===== config.mk =====
export PLATFORM = sky130hd
export DESIGN_NAME = core_mem_responder_flat
export DESIGN_NICKNAME = d
export VERILOG_FILES = /design/src/rtl/core_mem_responder_if.sv /design/src/rtl/core_mem_responder.sv /design/src/flat_wrapper.sv
export SDC_FILE = /design/constraint.sdc
export NUM_CORES = 1
export LEC_CHECK = 0
export ABC_AREA = 1
export ABC_CLOCK_PERIOD_IN_PS = 1600
export BUFFER_PORTS_ARGS = -buffer_cell sky130_fd_sc_hd__buf_4
export CORE_MARGIN = 2
export CORE_UTILIZATION = 42
export DETAILED_ROUTE_END_ITERATION = 7
export GPL_TIMING_DRIVEN = 0
export PLACE_DENSITY_LB_ADDON = 0.3
export SYNTH_ARGS = -nofsm -noshare
export SYNTH_HDL_FRONTEND = slang
export SYNTH_SLANG_ARGS = --single-unit

===== constraint.sdc =====
create_clock -name core_cpu_clk -period 1.6 [get_ports core_cpu_clk]
set_clock_uncertainty 0.15 [all_clocks]
set_input_delay 0.08 -clock core_cpu_clk [delete_from_list [all_inputs] [get_ports core_cpu_clk]]
set_output_delay 0.08 -clock core_cpu_clk [all_outputs]
set_load 0.005 [all_outputs]

===== src/rtl/core_mem_responder_if.sv =====
// Shared backing-memory bus between the responder (master) and the SDRAM controller (slave).
// bk_req rises with a complete request and holds it stable until the single-cycle bk_ack;
// bk_rdata is only meaningful in the bk_ack cycle of a read.
interface core_mem_responder_if;
    logic        bk_req;
    logic        bk_we;
    logic        bk_refresh;
    logic [24:0] bk_addr;
    logic [7:0]  bk_wdata;
    logic        bk_ack;
    logic [7:0]  bk_rdata;

    modport master (
        output bk_req, bk_we, bk_refresh, bk_addr, bk_wdata,
        input  bk_ack, bk_rdata
    );

    modport slave (
        input  bk_req, bk_we, bk_refresh, bk_addr, bk_wdata,
        output bk_ack, bk_rdata
    );
endinterface


===== src/rtl/core_mem_responder.sv =====
// Captures CPU/PPU memory strobes and refresh requests into one-deep slots and
// arbitrates them onto the shared backing bus (refresh-urgent > PPU > CPU > refresh).
module core_mem_responder #(
    parameter logic [24:0] PPU_BASE    = 25'h0800000,
    parameter int          REFRESH_MAX = 64
) (
    input  logic        core_cpu_clk,
    input  logic        core_cpu_reset_n,
    input  logic [24:0] core_cpu_sdraminterface_memaddr,
    input  logic        core_cpu_sdraminterface_memread,
    input  logic        core_cpu_sdraminterface_memwrite,
    input  logic [7:0]  core_cpu_sdraminterface_memdout,
    output logic [7:0]  core_cpu_sdraminterface_memdin,
    input  logic [21:0] core_cpu_ppuinterface_ppumemaddr,
    input  logic        core_cpu_ppuinterface_ppumemread,
    input  logic        core_cpu_ppuinterface_ppumemwrite,
    input  logic [7:0]  core_cpu_ppuinterface_ppumemdout,
    output logic [7:0]  core_cpu_ppuinterface_ppumemdin,
    input  logic        core_cpu_sdraminterface_refresh,
    core_mem_responder_if.master bk,
    output logic        cpu_busy,
    output logic        ppu_busy,
    output logic        overrun,
    output logic [1:0]  fsm_state
);

    typedef enum logic [1:0] {IDLE = 2'd0, ACCESS = 2'd1, GAP = 2'd2} state_t;
    typedef enum logic [1:0] {SEL_CPU = 2'd0, SEL_PPU = 2'd1, SEL_REF = 2'd2} sel_t;

    localparam int AGE_W = $clog2(REFRESH_MAX + 1);
    localparam logic [AGE_W-1:0] AGE_MAX = AGE_W'(REFRESH_MAX);

    state_t state, state_nx;
    sel_t   sel;

    logic        cpu_v, cpu_we;
    logic [24:0] cpu_addr;
    logic [7:0]  cpu_wdata;
    logic        ppu_v, ppu_we;
    logic [24:0] ppu_addr;
    logic [7:0]  ppu_wdata;

    logic             ref_pending;
    logic [AGE_W-1:0] ref_age;
    logic             ref_urgent;

    logic grant_cpu, grant_ppu, grant_ref;
    logic cpu_stb, ppu_stb;
    logic [24:0] ppu_full_addr;

    logic        req_we, req_refresh;
    logic [24:0] req_addr;
    logic [7:0]  req_wdata;
    logic [7:0]  cpu_din, ppu_din;

    assign cpu_stb = core_cpu_sdraminterface_memread | core_cpu_sdraminterface_memwrite;
    assign ppu_stb = core_cpu_ppuinterface_ppumemread | core_cpu_ppuinterface_ppumemwrite;
    assign ppu_full_addr = PPU_BASE + {3'b000, core_cpu_ppuinterface_ppumemaddr};
    assign ref_urgent = ref_pending && (ref_age >= AGE_MAX);

    always_comb begin
        state_nx  = state;
        grant_cpu = 1'b0;
        grant_ppu = 1'b0;
        grant_ref = 1'b0;
        unique case (state)
            IDLE: begin
                if (ref_urgent)       grant_ref = 1'b1;
                else if (ppu_v)       grant_ppu = 1'b1;
                else if (cpu_v)       grant_cpu = 1'b1;
                else if (ref_pending) grant_ref = 1'b1;
                if (grant_cpu || grant_ppu || grant_ref) state_nx = ACCESS;
            end
            ACCESS: if (bk.bk_ack) state_nx = GAP;
            GAP:    state_nx = IDLE;
            default: state_nx = IDLE;
        endcase
    end

    always_ff @(posedge core_cpu_clk or negedge core_cpu_reset_n) begin
        if (!core_cpu_reset_n) state <= IDLE;
        else                   state <= state_nx;
    end

    // A strobe on the grant edge reloads the slot; it only counts as an overrun
    // when it displaces an access that was not issued on that same edge.
    always_ff @(posedge core_cpu_clk or negedge core_cpu_reset_n) begin
        if (!core_cpu_reset_n) begin
            cpu_v       <= 1'b0;
            cpu_we      <= 1'b0;
            cpu_addr    <= '0;
            cpu_wdata   <= '0;
            ppu_v       <= 1'b0;
            ppu_we      <= 1'b0;
            ppu_addr    <= '0;
            ppu_wdata   <= '0;
            overrun     <= 1'b0;
            ref_pending <= 1'b0;
            ref_age     <= '0;
        end else begin
            if (cpu_stb) begin
                cpu_v     <= 1'b1;
                cpu_we    <= core_cpu_sdraminterface_memwrite;
                cpu_addr  <= core_cpu_sdraminterface_memaddr;
                cpu_wdata <= core_cpu_sdraminterface_memdout;
            end else if (grant_cpu) begin
                cpu_v <= 1'b0;
            end

            if (ppu_stb) begin
                ppu_v     <= 1'b1;
                ppu_we    <= core_cpu_ppuinterface_ppumemwrite;
                ppu_addr  <= ppu_full_addr;
                ppu_wdata <= core_cpu_ppuinterface_ppumemdout;
            end else if (grant_ppu) begin
                ppu_v <= 1'b0;
            end

            if ((cpu_stb && cpu_v && !grant_cpu) || (ppu_stb && ppu_v && !grant_ppu))
                overrun <= 1'b1;

            if (core_cpu_sdraminterface_refresh) begin
                ref_pending <= 1'b1;
                ref_age     <= '0;
            end else if (grant_ref) begin
                ref_pending <= 1'b0;
                ref_age     <= '0;
            end else if (ref_pending && ref_age != AGE_MAX) begin
                ref_age <= ref_age + 1'b1;
            end
        end
    end

    always_ff @(posedge core_cpu_clk or negedge core_cpu_reset_n) begin
        if (!core_cpu_reset_n) begin
            sel         <= SEL_CPU;
            req_we      <= 1'b0;
            req_refresh <= 1'b0;
            req_addr    <= '0;
            req_wdata   <= '0;
        end else if (grant_ppu) begin
            sel         <= SEL_PPU;
            req_we      <= ppu_we;
            req_refresh <= 1'b0;
            req_addr    <= ppu_addr;
            req_wdata   <= ppu_wdata;
        end else if (grant_cpu) begin
            sel         <= SEL_CPU;
            req_we      <= cpu_we;
            req_refresh <= 1'b0;
            req_addr    <= cpu_addr;
            req_wdata   <= cpu_wdata;
        end else if (grant_ref) begin
            sel         <= SEL_REF;
            req_we      <= 1'b0;
            req_refresh <= 1'b1;
            req_addr    <= '0;
            req_wdata   <= '0;
        end
    end

    always_ff @(posedge core_cpu_clk or negedge core_cpu_reset_n) begin
        if (!core_cpu_reset_n) begin
            cpu_din <= 8'h00;
            ppu_din <= 8'h00;
        end else if (state == ACCESS && bk.bk_ack && !req_we && !req_refresh) begin
            if (sel == SEL_CPU) cpu_din <= bk.bk_rdata;
            if (sel == SEL_PPU) ppu_din <= bk.bk_rdata;
        end
    end

    assign bk.bk_req     = (state == ACCESS);
    assign bk.bk_we      = req_we;
    assign bk.bk_refresh = req_refresh;
    assign bk.bk_addr    = req_addr;
    assign bk.bk_wdata   = req_wdata;

    assign core_cpu_sdraminterface_memdin  = cpu_din;
    assign core_cpu_ppuinterface_ppumemdin = ppu_din;
    assign cpu_busy  = cpu_v || (state == ACCESS && sel == SEL_CPU);
    assign ppu_busy  = ppu_v || (state == ACCESS && sel == SEL_PPU);
    assign fsm_state = state;

endmodule

===== src/flat_wrapper.sv =====
// flat-port wrapper written by rule: the top's interface ports become plain ports
module core_mem_responder_flat 
#(
    parameter logic [24:0] PPU_BASE    = 25'h0800000,
    parameter int          REFRESH_MAX = 64
)
  (core_cpu_clk, core_cpu_reset_n, core_cpu_sdraminterface_memaddr, core_cpu_sdraminterface_memread, core_cpu_sdraminterface_memwrite, core_cpu_sdraminterface_memdout, core_cpu_sdraminterface_memdin, core_cpu_ppuinterface_ppumemaddr, core_cpu_ppuinterface_ppumemread, core_cpu_ppuinterface_ppumemwrite, core_cpu_ppuinterface_ppumemdout, core_cpu_ppuinterface_ppumemdin, core_cpu_sdraminterface_refresh, cpu_busy, ppu_busy, overrun, fsm_state, bk_bk_req, bk_bk_we, bk_bk_refresh, bk_bk_addr, bk_bk_wdata, bk_bk_ack, bk_bk_rdata);
  core_mem_responder_if bk_i ();
  input  logic core_cpu_clk;
  input  logic core_cpu_reset_n;
  input  logic [24:0] core_cpu_sdraminterface_memaddr;
  input  logic core_cpu_sdraminterface_memread;
  input  logic core_cpu_sdraminterface_memwrite;
  input  logic [7:0] core_cpu_sdraminterface_memdout;
  output logic [7:0] core_cpu_sdraminterface_memdin;
  input  logic [21:0] core_cpu_ppuinterface_ppumemaddr;
  input  logic core_cpu_ppuinterface_ppumemread;
  input  logic core_cpu_ppuinterface_ppumemwrite;
  input  logic [7:0] core_cpu_ppuinterface_ppumemdout;
  output logic [7:0] core_cpu_ppuinterface_ppumemdin;
  input  logic core_cpu_sdraminterface_refresh;
  output logic cpu_busy;
  output logic ppu_busy;
  output logic overrun;
  output logic [1:0] fsm_state;
  output wire logic [$bits(bk_i.bk_req)-1:0] bk_bk_req;
  output wire logic [$bits(bk_i.bk_we)-1:0] bk_bk_we;
  output wire logic [$bits(bk_i.bk_refresh)-1:0] bk_bk_refresh;
  output wire logic [$bits(bk_i.bk_addr)-1:0] bk_bk_addr;
  output wire logic [$bits(bk_i.bk_wdata)-1:0] bk_bk_wdata;
  input wire logic [$bits(bk_i.bk_ack)-1:0] bk_bk_ack;
  input wire logic [$bits(bk_i.bk_rdata)-1:0] bk_bk_rdata;
  assign bk_bk_req = bk_i.bk_req;
  assign bk_bk_we = bk_i.bk_we;
  assign bk_bk_refresh = bk_i.bk_refresh;
  assign bk_bk_addr = bk_i.bk_addr;
  assign bk_bk_wdata = bk_i.bk_wdata;
  assign bk_i.bk_ack = bk_bk_ack;
  assign bk_i.bk_rdata = bk_bk_rdata;
  core_mem_responder #(.PPU_BASE(PPU_BASE), .REFRESH_MAX(REFRESH_MAX)) u_core (.core_cpu_clk(core_cpu_clk), .core_cpu_reset_n(core_cpu_reset_n), .core_cpu_sdraminterface_memaddr(core_cpu_sdraminterface_memaddr), .core_cpu_sdraminterface_memread(core_cpu_sdraminterface_memread), .core_cpu_sdraminterface_memwrite(core_cpu_sdraminterface_memwrite), .core_cpu_sdraminterface_memdout(core_cpu_sdraminterface_memdout), .core_cpu_sdraminterface_memdin(core_cpu_sdraminterface_memdin), .core_cpu_ppuinterface_ppumemaddr(core_cpu_ppuinterface_ppumemaddr), .core_cpu_ppuinterface_ppumemread(core_cpu_ppuinterface_ppumemread), .core_cpu_ppuinterface_ppumemwrite(core_cpu_ppuinterface_ppumemwrite), .core_cpu_ppuinterface_ppumemdout(core_cpu_ppuinterface_ppumemdout), .core_cpu_ppuinterface_ppumemdin(core_cpu_ppuinterface_ppumemdin), .core_cpu_sdraminterface_refresh(core_cpu_sdraminterface_refresh), .bk(bk_i), .cpu_busy(cpu_busy), .ppu_busy(ppu_busy), .overrun(overrun), .fsm_state(fsm_state));
endmodule

==> run summary, run 1 <==
The number of DRC violations after detailed routing came out at 0. Counting the buffers created by CTS gives 17. The run finished, with violations left. Of all cell types, the one taking the most synthesized area is sky130_fd_sc_hd__dfrtp_1.

The clock-pin slew on the worst setup and hold paths came out at 50 ps. The root buffer cell chosen for the clock tree is sky130_fd_sc_hd__clkbuf_16. The placement row count came out at 41. Of the synthesized area, sequential elements account for 0.612. Of the total power, combinational logic draws 0.293. The biggest cell delay along the critical path came out at 440 ps. The internal power came out at 8170 µW.

The H-tree depth is 4. The async set-or-reset flop fraction in the synthesized netlist is 1.00. During I/O placement, the number of pins put on the boundary was 136.

The number of I/O port buffers came out at 135. The largest individual stage delay along the critical path comes from the cell sky130_fd_sc_hd__dfrtp_2. The worst-case setup slack after placement came out at -198 ps. The first global-routing pass estimated 24.2 mm of wire.

The static leakage power came out at 0.00422 µW. The count of clock tree sinks is 131. The most used flip-flop cell after synthesis is sky130_fd_sc_hd__dfrtp_1.

The count of pins over their slew limit is 0. The cell type group with the largest total delay on the critical path is flip-flops. The type of the most critical hold path is input pin to asynchronous set/reset pin. Detailed placement ended at an HPWL of 9.62 mm. Summed over all layers, the routed wires come to 15.0 mm. The remaining antenna violation count after routing is 0. Data on the critical path arrives at its endpoint at 1310 ps.

The number of enable-type register cells in the synthesized netlist came out at 0. The tool flagged a number of max-cap violations equal to 0. Routability-driven placement finished with a final weighted congestion of 0.852. In the synthesized netlist, the cells that appear most often are sky130_fd_sc_hd__nand2_1 (335), sky130_fd_sc_hd__dfrtp_1 (131), sky130_fd_sc_hd__nand3_1 (38). The length in cells of the worst reg-to-reg path came out at 7. After synthesis the netlist holds a flip-flop and latch count of 131.

The global router's overall resource usage came out at 0.231. The chip height is 117 µm. The peak supply drop is 0.715 mV. The final number of hold-violating endpoints came out at 30.

The checks that failed: hold timing. The cell count after synthesis came out at 623. The minimum clock period came out at 1540 ps. The vias per cell came out at 4.76. The repair_antennas step left the layout with diodes totalling 0.

The number of nets in the synthesized netlist came out at 704. In the final routed layout, each cell accounts on average for 14.3 µm. In the post-synthesis netlist, the biggest area contributors are sky130_fd_sc_hd__dfrtp_1 (61%), sky130_fd_sc_hd__nand2_1 (23%), sky130_fd_sc_hd__nand3_1 (3.6%), sky130_fd_sc_hd__inv_1 (2.1%), sky130_fd_sc_hd__o21ai_1 (1.5%).

The area growth from synthesis to final layout came out at 52.0%. The maximum clock insertion buffer count is 2. The number of setup violations in the final report is 0. The fraction of layout instances using a drive strength above 1 came out at 0.231. Fill cells in the final layout number 1030. The fraction of post-synthesis cell area in the top cell type by area came out at 0.612. The die area came out at 0.0137 mm². The share of power burned in the clock network came out at 0.312. The worst setup path is of the flip-flop to output pin kind.

The total negative slack came out at 0 ps. The minimum setup slack in the final design came out at 62.7 ps. The required time of the critical path is 1370 ps. The worst setup path is launched from a flip-flop. For this run, the share of the core covered by cells in the final layout is 0.650. The die is 117 µm wide. The minimum setup slack among reg-to-reg paths is 70 ps. sky130_fd_sc_hd__nand2_1 is the most common cell in the netlist. The TritonCTS clock tree is yes. The number of antenna violations at the first check in global routing came out at 0. The number of global-route vias before repair is 5106. The starting density of the core is 0.428. Summed over all nets, the switching power comes to 3500 µW. The worst register-to-register path begins at u_core.fsm_state[0]$_DFFE_PN0P_. The largest net degree at the start of global routing came out at 91. The final net count is 948. Of the total power, the share spent switching nets is 0.300.

The first-iteration detailed-routing DRC count is 322. The sequential cell fraction of total power came out at 0.395. The first detailed-routing pass ran for 5 iterations. For the pin with the worst max-slew slack, the measured transition is 531 ps. The post-route fraction of the period consumed by the critical path is 0.961. The worst slack on hold paths came out at -26.8 ps. The normalized max-slew margin is 0.646.

The insertion delay to the later sink of the worst-skew pair came out at 410 ps. The endpoint identified for the worst register-to-register timing path is u_core.bk.bk_addr[14]$_DFFE_PN0P_. The achievable clock frequency came out at 0.650 GHz. Power spread over the standard cell area amounts to 1430 mW/mm².

The total via count after detailed routing came out at 4997. The synthesized area came out at 0.00536 mm². STA classifies the critical path endpoint as an output pin. Traced cell by cell, the critical path runs through inv_2 -> nand2_2 -> inv_2 -> nand2_1 -> nand2_1 -> buf_4.

After synthesis, the mean cell area works out to 8.60 µm². The area of the core is 0.0125 mm². Counting both buffers and inverters, the worst setup path holds a total of 3. The total congestion overflow is 0. During synthesis, Yosys emitted a total of 0 warnings. The unique cell type count in the Yosys netlist is 26. The top fanout value on the critical path came out at 4.
power groups by stage:
stage          Combinational (µW)  Sequential (µW)  Clock (µW)
2_1_floorplan                1400             4580           0
3_3_place_gp                 2970             4600           0
3_5_place_dp                 3060             4620           0
4_1_cts                      3350             4580        3710
5_1_grt                      3830             4670        3860
6_report                     3420             4600        3640
layout make-up:
class,instances,area [µm²],area share
clock inverter,4,47.5,0.00584
timing repair buffer,225,1940,0.238
tap,172,215,0.0264
sequential,131,3280,0.403
inverter,32,120,0.0148
clock buffer,26,509,0.0626
multi-input combinational,436,1860,0.228
buffer,24,169,0.0208
how the worst max path moves through the flow:
| stage | start | endpoint | cells past startpoint |
|---|---|---|---|
| CTS | u_core.cpu_v$_DFFE_PN0P_ | u_core.bk.bk_addr[8]$_DFFE_PN0P_ | 6 |
| detailed placement | core_cpu_sdraminterface_memwrite | u_core.cpu_addr[21]$_DFFE_PN0P_ | 6 |
| global route | u_core.fsm_state[1]$_DFFE_PN0P_ | cpu_busy | 6 |
| floorplan | u_core.fsm_state[1]$_DFFE_PN0P_ | u_core.bk.bk_addr[1]$_DFFE_PN0P_ | 6 |
| finish | u_core.fsm_state[1]$_DFFE_PN0P_ | cpu_busy | 6 |
| global placement | core_cpu_sdraminterface_memwrite | u_core.cpu_addr[1]$_DFFE_PN0P_ | 6 |
state kept, by name, summed over array words and instances, names as in the netlist, 7 cells and up:
register	flops
u_core.core_cpu_sdraminterface_memdin	8
u_core.core_cpu_ppuinterface_ppumemdin	8
u_core.ppu_addr	23
u_core.cpu_wdata	8
u_core.bk.bk_addr	25
u_core.bk.bk_wdata	8
u_core.ppu_wdata	8
u_core.cpu_addr	25
u_core.ref_age	7
cells by family (layout without fill, tap and decap cells):
kind of cell	Yosys count	count (layout)	synth area share
AOI/OAI and AO/OA	30	30	0.0334
buffers and inverters	56	311	0.0484
DFF	131	131	0.612
and+or+nand+nor	404	404	0.301
adders and majority gates	2	2	0.00467
timing repair:
item / 4_1_cts / 5_1_grt
setup endpoints to repair: 40 / 91
pin swaps: 2 / 3
buffers inserted: 5 / 0
resized for setup: 7 / 20
hold buffers: 84 / 0
endpoints found under the hold margin: 222 / 0
gates cloned: 0 / 0
per-stage QoR:
step	total power (µW)	area, µm²	std cells
final	11700	8140	1050
after global routing	12400	8140	1050
after CTS	11600	8080	1050
after detailed placement	7680	6620	931
after global placement	7570	6580	930
after floorplan	5970	5360	623
placed cells by master, fill, tap and decap left out, types with 2 or more instances in the layout:
| cell | Yosys | layout |
|---|---|---|
| sky130_fd_sc_hd__a21o_1 | 2 | 2 |
| sky130_fd_sc_hd__buf_2 | 9 | 3 |
| sky130_fd_sc_hd__buf_4 | 0 | 142 |
| sky130_fd_sc_hd__buf_6 | 5 | 6 |
| sky130_fd_sc_hd__buf_8 | 0 | 2 |
| sky130_fd_sc_hd__clkbuf_1 | 10 | 14 |
| sky130_fd_sc_hd__clkbuf_16 | 0 | 17 |
| sky130_fd_sc_hd__clkbuf_8 | 0 | 5 |
| sky130_fd_sc_hd__clkinv_2 | 0 | 2 |
| sky130_fd_sc_hd__dfrtp_1 | 131 | 128 |
| sky130_fd_sc_hd__dfrtp_2 | 0 | 3 |
| sky130_fd_sc_hd__dlygate4sd3_1 | 0 | 83 |
| sky130_fd_sc_hd__ha_1 | 2 | 2 |
| sky130_fd_sc_hd__inv_1 | 30 | 27 |
| sky130_fd_sc_hd__inv_2 | 2 | 5 |
| sky130_fd_sc_hd__nand2_1 | 335 | 334 |
| sky130_fd_sc_hd__nand2_2 | 3 | 3 |
| sky130_fd_sc_hd__nand3_1 | 38 | 37 |
| sky130_fd_sc_hd__nand4_1 | 4 | 4 |
| sky130_fd_sc_hd__nor2_1 | 19 | 16 |
| sky130_fd_sc_hd__nor2_2 | 1 | 3 |
| sky130_fd_sc_hd__nor2_4 | 1 | 2 |
| sky130_fd_sc_hd__o211ai_1 | 2 | 2 |
| sky130_fd_sc_hd__o21ai_0 | 5 | 5 |
| sky130_fd_sc_hd__o21ai_1 | 16 | 16 |
routing by layer:
| metal | routed length, µm | GRT usage |
|---|---|---|
| met1 | 6380 | 0.286 |
| met2 | 7580 | 0.397 |
| met3 | 793 | 0.0505 |
| met4 | 239 | 0.0902 |
| met5 | 0 | 0 |
Power figures use the tool's default switching activity.
==> run 2: changes to the inputs <==
==> constraint.sdc (replaced) <==
create_clock -name core_cpu_clk -period 1.6 [get_ports core_cpu_clk]
set_clock_uncertainty 0.15 [all_clocks]
set_input_delay 0.08 -clock core_cpu_clk [delete_from_list [all_inputs] [get_ports core_cpu_clk]]
set_output_delay 0.08 -clock core_cpu_clk [all_outputs]
set_load 0.02 [all_outputs]
==> run summary, run 2 (same netlist as run 1, synthesis figures left out) <==
Across every metal layer, demand over resource in global routing totals 0.231. The library cell used most frequently in the layout, excluding fill and tap cells, is sky130_fd_sc_hd__nand2_1. The count of filler cells inserted in the layout came out at 1021. The achievable clock frequency is 0.643 GHz. The count of placed standard cells in the final layout, fillers left out is 1051.

The core region is 0.0125 mm². In this run the vertical extent of the chip is 117 µm. Entering global routing, the biggest net connects 91 pins. The worst setup path is launched from a flip-flop.

The peak supply drop came out at 0.729 mV. The data arrival at the endpoint of the critical path is 1330 ps. For this run, the slowest stage of the critical path takes 440 ps. The area growth from synthesis to layout is 52.5%. The number of global-route vias before repair is 5104. The required time of the critical path came out at 1370 ps. The clock reaches the later pin of the worst-skew pair after 410 ps.

The count of clock tree sinks is 131. The final net count came out at 949. The global-route wire length before repair is 24.2 mm.

The critical path goes through inv_2 -> nand2_4 -> inv_2 -> nand2_1 -> nand2_2 -> buf_6. Of the available clock period, the critical path in the final layout requires 0.973. Wires add up to 15.2 mm. Setup violations remaining at the end of the flow were counted as 0. The number of antenna violations at the first check in global routing is 0. The final reports fail on hold timing. The TritonCTS clock tree is yes. The measured slew at the worst slew-check pin came out at 539 ps. The critical path is of the flip-flop to output pin type. The first-iteration detailed-routing DRC count came out at 315. The post-route core utilization is 0.653. The cell chosen for the clock root is sky130_fd_sc_hd__clkbuf_16. Including well taps, the total number of placed cells is 931.

The starting density of the core came out at 0.428. The number of detailed-route iterations in the first pass came out at 5. The power density over the cells came out at 1530 mW/mm². The top fanout value on the critical path came out at 4. Setup repair after global routing could not meet its margin everywhere. The number of top-level design ports is 136.

The area of combinational cells with multiple inputs is 0.00187 mm². The number of DRC violations after detailed routing came out at 0. Of the cells placed in the final design, the portion with a size suffix greater than 1 is 0.235. The count of nets left with antenna violations once routing finished came out at 0. The routed length per placed instance came out at 14.4 µm.

The count of pins over their slew limit is 0. The die area is 0.0137 mm². In this run the number of H-tree levels came out at 4. The vias per cell is 4.75. The final weighted congestion in routability-driven placement came out at 0.852. The cell type group with the largest total delay on the critical path is flip-flops.

After clock tree synthesis, the clock-pin slew on the worst setup and hold paths is 60 ps. The library cells used most frequently in the layout, excluding fill and tap cells, are sky130_fd_sc_hd__nand2_1 (333), sky130_fd_sc_hd__buf_4 (141), sky130_fd_sc_hd__dfrtp_1 (128), sky130_fd_sc_hd__dlygate4sd3_1 (83), sky130_fd_sc_hd__nand3_1 (36). The worst setup path is captured at an output pin. The total congestion overflow came out at 0. The slowest stage of the critical path belongs to the cell sky130_fd_sc_hd__dfrtp_2. The normalized max-slew margin came out at 0.641. Counting both buffers and inverters, the worst setup path holds a total of 3. In this design, the critical path's most frequently occurring cell is sky130_fd_sc_hd__inv_2. The min-delay analysis places its worst path in the category input pin to asynchronous set/reset pin. The number of violations of the max-capacitance limit came out at 0. The final number of hold-violating endpoints is 30. The minimum clock period came out at 1560 ps. The run finished, with violations left. The die is 117 µm wide. The HPWL after detailed placement is 9.62 mm. The total clock buffers created by CTS is 17. The number of I/O port buffers came out at 135. The total negative slack is 0 ps.

The total power draw is 12500 µW. The placement row count came out at 41. Summing over every cut layer, the via total after detailed routing is 4995. The worst slack on hold paths is -26.3 ps. The analysis attributes to cell leakage a power of 0.00424 µW. In the final layout, flip-flops and latches occupy 0.00328 mm². 0 antenna diodes ended up in the layout. The maximum clock insertion buffer count is 2.
run 2: changes by cell type in the layout (fill, tap and decap cells not counted), sizes merged:
| cell | before | now |
|---|---|---|
| buf | 155 | 156 |
run 2: final timing paths:
kind	startpoint	to	slack, ps	cells after the start
setup / recovery	u_core.fsm_state[1]$_DFFE_PN0P_	cpu_busy	40	6
hold / removal	core_cpu_reset_n	u_core.core_cpu_sdraminterface_memdin[3]$_DFFE_PN0P_	-30	2
setup reg to reg	u_core.fsm_state[0]$_DFFE_PN0P_	u_core.bk.bk_addr[14]$_DFFE_PN0P_	50	7
hold reg to reg	u_core.ppu_addr[23]$_DFFE_PN0P_	u_core.ppu_addr[23]$_DFFE_PN0P_	310	2
max in group asynchronous	core_cpu_reset_n	u_core.ref_pending$_DFFE_PN0P_	450	3
min in group core_cpu_clk	core_cpu_sdraminterface_memread	u_core.cpu_v$_DFFE_PN0P_	30	4
run 2: worst reg2reg max path, cell delays in order, from the launching register on:
cell and delay, ps:
sky130_fd_sc_hd__dfrtp_2 450, sky130_fd_sc_hd__nor2_4 190, sky130_fd_sc_hd__nand2_4 90, sky130_fd_sc_hd__nor3_4 150, sky130_fd_sc_hd__buf_12 160, sky130_fd_sc_hd__buf_8 140, sky130_fd_sc_hd__nand2_1 60, sky130_fd_sc_hd__nand3_1 90
run 2: through the flow:
stage | worst slack (ps) | instance area, µm² | hold slack (ps)
after floorplan | 94.8 | 5360 | -366
after CTS | 9.82 | 8080 | -31.7
after global routing | -23.6 | 8170 | 4.61
final | 43.7 | 8170 | -26.3
after detailed placement | -198 | 6620 | -128
after global placement | -156 | 6580 | 126
run 2: area by class of cell:
type,count,area share
plain buffers,24,0.0207
clock buffers,26,0.0623
clock inverters,4,0.00582
inverters,32,0.0147
multi-input cells,436,0.229
flip-flops and latches,131,0.402
well taps,172,0.0263
repair buffers,226,0.239
run 2: report_power, final:
part	leakage, µW	internal [µW]	switching (µW)	total, µW
registers	0.00159	4090	523	4610
clock network	0.000272	2320	1330	3650
logic	0.00238	1830	2390	4220
total	0.00424	8240	4240	12500
run 2: what timing repair did:
action,4_1_cts,5_1_grt
gates resized for setup,8,25
pin swaps,2,3
setup endpoints to repair,40,93
setup buffers,5,1
hold buffers,84,0
hold endpoints to repair,222,0
run 2: layer usage:
layer / GRT usage / vias up / part of all wire
li1: - / 2422 / -
met2: 0.397 / 151 / 0.51
met1: 0.286 / 2399 / 0.43
met4: 0.0902 / 0 / 0.016
met3: 0.0505 / 23 / 0.050
met5: 0 / - / 0
==> run 3: changes to the inputs <==
--- a/config.mk
+++ b/config.mk
@@ -10,9 +10,10 @@
 export BUFFER_PORTS_ARGS = -buffer_cell sky130_fd_sc_hd__buf_4
 export CORE_MARGIN = 2
 export CORE_UTILIZATION = 42
+export CTS_BUF_LIST = sky130_fd_sc_hd__clkbuf_16
 export DETAILED_ROUTE_END_ITERATION = 7
 export GPL_TIMING_DRIVEN = 0
-export PLACE_DENSITY_LB_ADDON = 0.3
+export PLACE_DENSITY = 0.74
 export SYNTH_ARGS = -nofsm -noshare
 export SYNTH_HDL_FRONTEND = slang
 export SYNTH_SLANG_ARGS = --single-unit
==> run summary, run 3 (same netlist as run 1, synthesis figures left out) <==
The placement row count came out at 41. The remaining antenna violation count after routing is 0. The routed length per placed instance is 14.1 µm.

TritonCTS built the clock tree. In this run the vertical extent of the chip is 117 µm. The static leakage power is 0.00420 µW. The vias per cell is 4.75.

The area growth from synthesis to layout is 50.6%. The power density over the cells is 1510 mW/mm². Summing all placed instances gives a cell area of 0.00662 mm². The final number of hold-violating endpoints is 1. IR analysis of the VDD net gives a maximum drop of 0.822 mV.

The insertion delay to the later sink of the worst-skew pair came out at 410 ps. The checks that failed: hold timing. The count of pins over their slew limit is 0.

OpenSTA, run right after detailed placement, puts the worst setup slack at -232 ps. The cell sitting at the root of the clock tree is a sky130_fd_sc_hd__clkbuf_16. The number of violations of the max-capacitance limit came out at 0.

The global-route wire length before repair came out at 23.4 mm. During placement, the flow inserted port buffers numbering 135. The post-route fraction of the period consumed by the critical path is 0.973. The number of DRC violations after detailed routing came out at 0.

The worst path needs 1560 ps of the cycle, external delays included. The sort of element at the start of the critical path is a flip-flop. The final weighted congestion in routability-driven placement came out at 0.840. The antenna diode instance count came out at 0. The H-tree depth came out at 4. The clock passes through at most 2 buffers. Clock-pin slew was measured on the worst setup and hold paths at 60 ps. The minimum setup slack in the final design is 43.4 ps. After routing the design area is 0.00807 mm². The library cell used most frequently in the layout, excluding fill and tap cells, is sky130_fd_sc_hd__nand2_1.

The number of antenna violations at the first check in global routing came out at 0. The floorplan step defined a core boundary enclosing 0.0125 mm². The largest individual stage delay along the critical path comes from the cell sky130_fd_sc_hd__dfrtp_2.

The data arrival at the endpoint of the critical path came out at 1760 ps. The number of detailed-route iterations in the first pass came out at 7. The number of top-level design ports is 136. The first-iteration detailed-routing DRC count is 391. The normalized max-slew margin came out at 0.599. The run finished, with violations left. At the worst endpoint, the required time is 1800 ps. The die area is 0.0137 mm². Entering global routing, the biggest net connects 76 pins. The die width is 117 µm.

The final wirelength is 14.7 mm. The count of placed standard cells in the final layout, fillers left out came out at 1045. The measured slew at the worst slew-check pin is 600 ps. Setup repair after global routing could not meet its margin everywhere. In the final layout, the multi-input gates occupy 0.00188 mm². Grouping stages by cell kind, the critical path spends the most delay in simple AND/OR/NAND/NOR gates. The number of setup violations in the final report is 0. The tightest hold path in the finished design has a slack of -2.27 ps. For this run the aggregate overflow at the end of global routing stands at 0. The library cells used most frequently in the layout, excluding fill and tap cells, are sky130_fd_sc_hd__nand2_1 (330), sky130_fd_sc_hd__buf_4 (139), sky130_fd_sc_hd__dfrtp_1 (128), sky130_fd_sc_hd__dlygate4sd3_1 (79), sky130_fd_sc_hd__nand3_1 (35). The worst setup path is captured at a flip-flop. Counting the buffers created by CTS gives 17. Along the worst path, the maximum fanout reaches 10. The count of clock tree sinks is 131.

The count of buffering cells on the critical path with inverters included is 2. Measured on the finished design, the core utilization comes to 0.644. The critical path goes through nor2_4 -> nand2_4 -> nor3_4 -> buf_6 -> buf_8 -> nand2_2 -> nand3_2. The achievable clock frequency came out at 0.642 GHz.

The count of filler cells inserted in the layout is 1061. The number of placed instances, taps included, is 931. The fraction of layout instances using a drive strength above 1 came out at 0.235.

The global router's overall resource usage is 0.226. The register area came out at 0.00328 mm². In the final design database the tool counted 944 nets.

The critical path is of the flip-flop to flip-flop type. The biggest cell delay along the critical path is 450 ps. The starting density of the core is 0.428. The total via count after detailed routing came out at 4960. The number of global-route vias before repair is 4836. The HPWL after detailed placement is 9.30 mm. The min-delay analysis places its worst path in the category input pin to flip-flop.
==> run 3: cell count changes in the layout (fill, tap and decap cells not counted), moves of 2 or more <==
cell / previous run / this run
sky130_fd_sc_hd__nand2_2: 3 / 7
sky130_fd_sc_hd__nand2_1: 333 / 330
sky130_fd_sc_hd__inv_1: 27 / 30
sky130_fd_sc_hd__clkbuf_8: 5 / 0
sky130_fd_sc_hd__clkinv_1: 0 / 4
sky130_fd_sc_hd__clkbuf_1: 14 / 10
sky130_fd_sc_hd__buf_6: 8 / 11
sky130_fd_sc_hd__nor2_2: 4 / 2
sky130_fd_sc_hd__dlygate4sd3_1: 83 / 79
sky130_fd_sc_hd__buf_4: 141 / 139
sky130_fd_sc_hd__nor2_1: 15 / 17
==> run 3: layout make-up <==
type                       instances  area share
inverter                          32      0.0149
clock buffer                      17      0.0527
buffer                            24      0.0214
clock inverter                    12     0.00977
timing repair buffer             221       0.235
multi-input combinational        436       0.233
tap                              172      0.0267
sequential                       131       0.407
==> run 3: through the flow <==
step                setup TNS (ps)  hold slack [ps]  power (µW)
detailed placement           -9030            -68.5        8430
CTS                          -3.27             35.9       12100
global route                 -41.5             25.1       12900
floorplan                        0             -366        6670
finish                           0            -2.27       12200
global placement            -30760              125        8330
==> run 3: worst paths after layout <==
kind	from	to	slack, ps	depth (start not counted)
max	u_core.fsm_state[0]$_DFFE_PN0P_	u_core.bk.bk_wdata[4]$_DFFE_PN0P_	40	7
min	core_cpu_ppuinterface_ppumemwrite	u_core.overrun$_DFFE_PN0P_	-2	5
max reg2reg	u_core.fsm_state[0]$_DFFE_PN0P_	u_core.bk.bk_wdata[4]$_DFFE_PN0P_	40	7
min reg2reg	u_core.ppu_addr[23]$_DFFE_PN0P_	u_core.ppu_addr[23]$_DFFE_PN0P_	300	2
max in group asynchronous	core_cpu_reset_n	u_core.bk.bk_addr[5]$_DFFE_PN0P_	500	3
min in group asynchronous	core_cpu_reset_n	u_core.ref_age[5]$_DFFE_PN0P_	60	2
==> run 3: metal layers <==
layer  vias to the layer above  global-route usage  part of all wire
met5                         -                   0                 0
met2                       169               0.368              0.49
li1                       2417                   -                 -
met1                      2357               0.293              0.44
met4                         0              0.0745             0.013
met3                        17              0.0644             0.060
==> run 3: power by group <==
| group | total, µW | switching (µW) | internal [µW] | leakage, µW |
|---|---|---|---|---|
| Sequential | 4620 | 527 | 4090 | 0.00159 |
| Clock | 3360 | 1300 | 2050 | 0.000258 |
| Combinational | 4190 | 2360 | 1830 | 0.00236 |
==> run 3: worst register-to-register path: stages, from the launching register on <==
cell and delay (ps):
sky130_fd_sc_hd__dfrtp_2 450, sky130_fd_sc_hd__nor2_4 150, sky130_fd_sc_hd__nand2_4 90, sky130_fd_sc_hd__nor3_4 230
sky130_fd_sc_hd__buf_6 170, sky130_fd_sc_hd__buf_8 150, sky130_fd_sc_hd__nand2_2 70, sky130_fd_sc_hd__nand3_2 60
==> run 3: what timing repair did <==
| item | CTS | global route |
|---|---|---|
| hold buffers | 79 | 0 |
| pin swaps | 2 | 4 |
| endpoints found under the hold margin | 222 | 0 |
| cloned | 0 | 0 |
| gates resized for setup | 11 | 24 |
| setup endpoints to repair | 39 | 48 |
| buffers inserted | 4 | 2 |
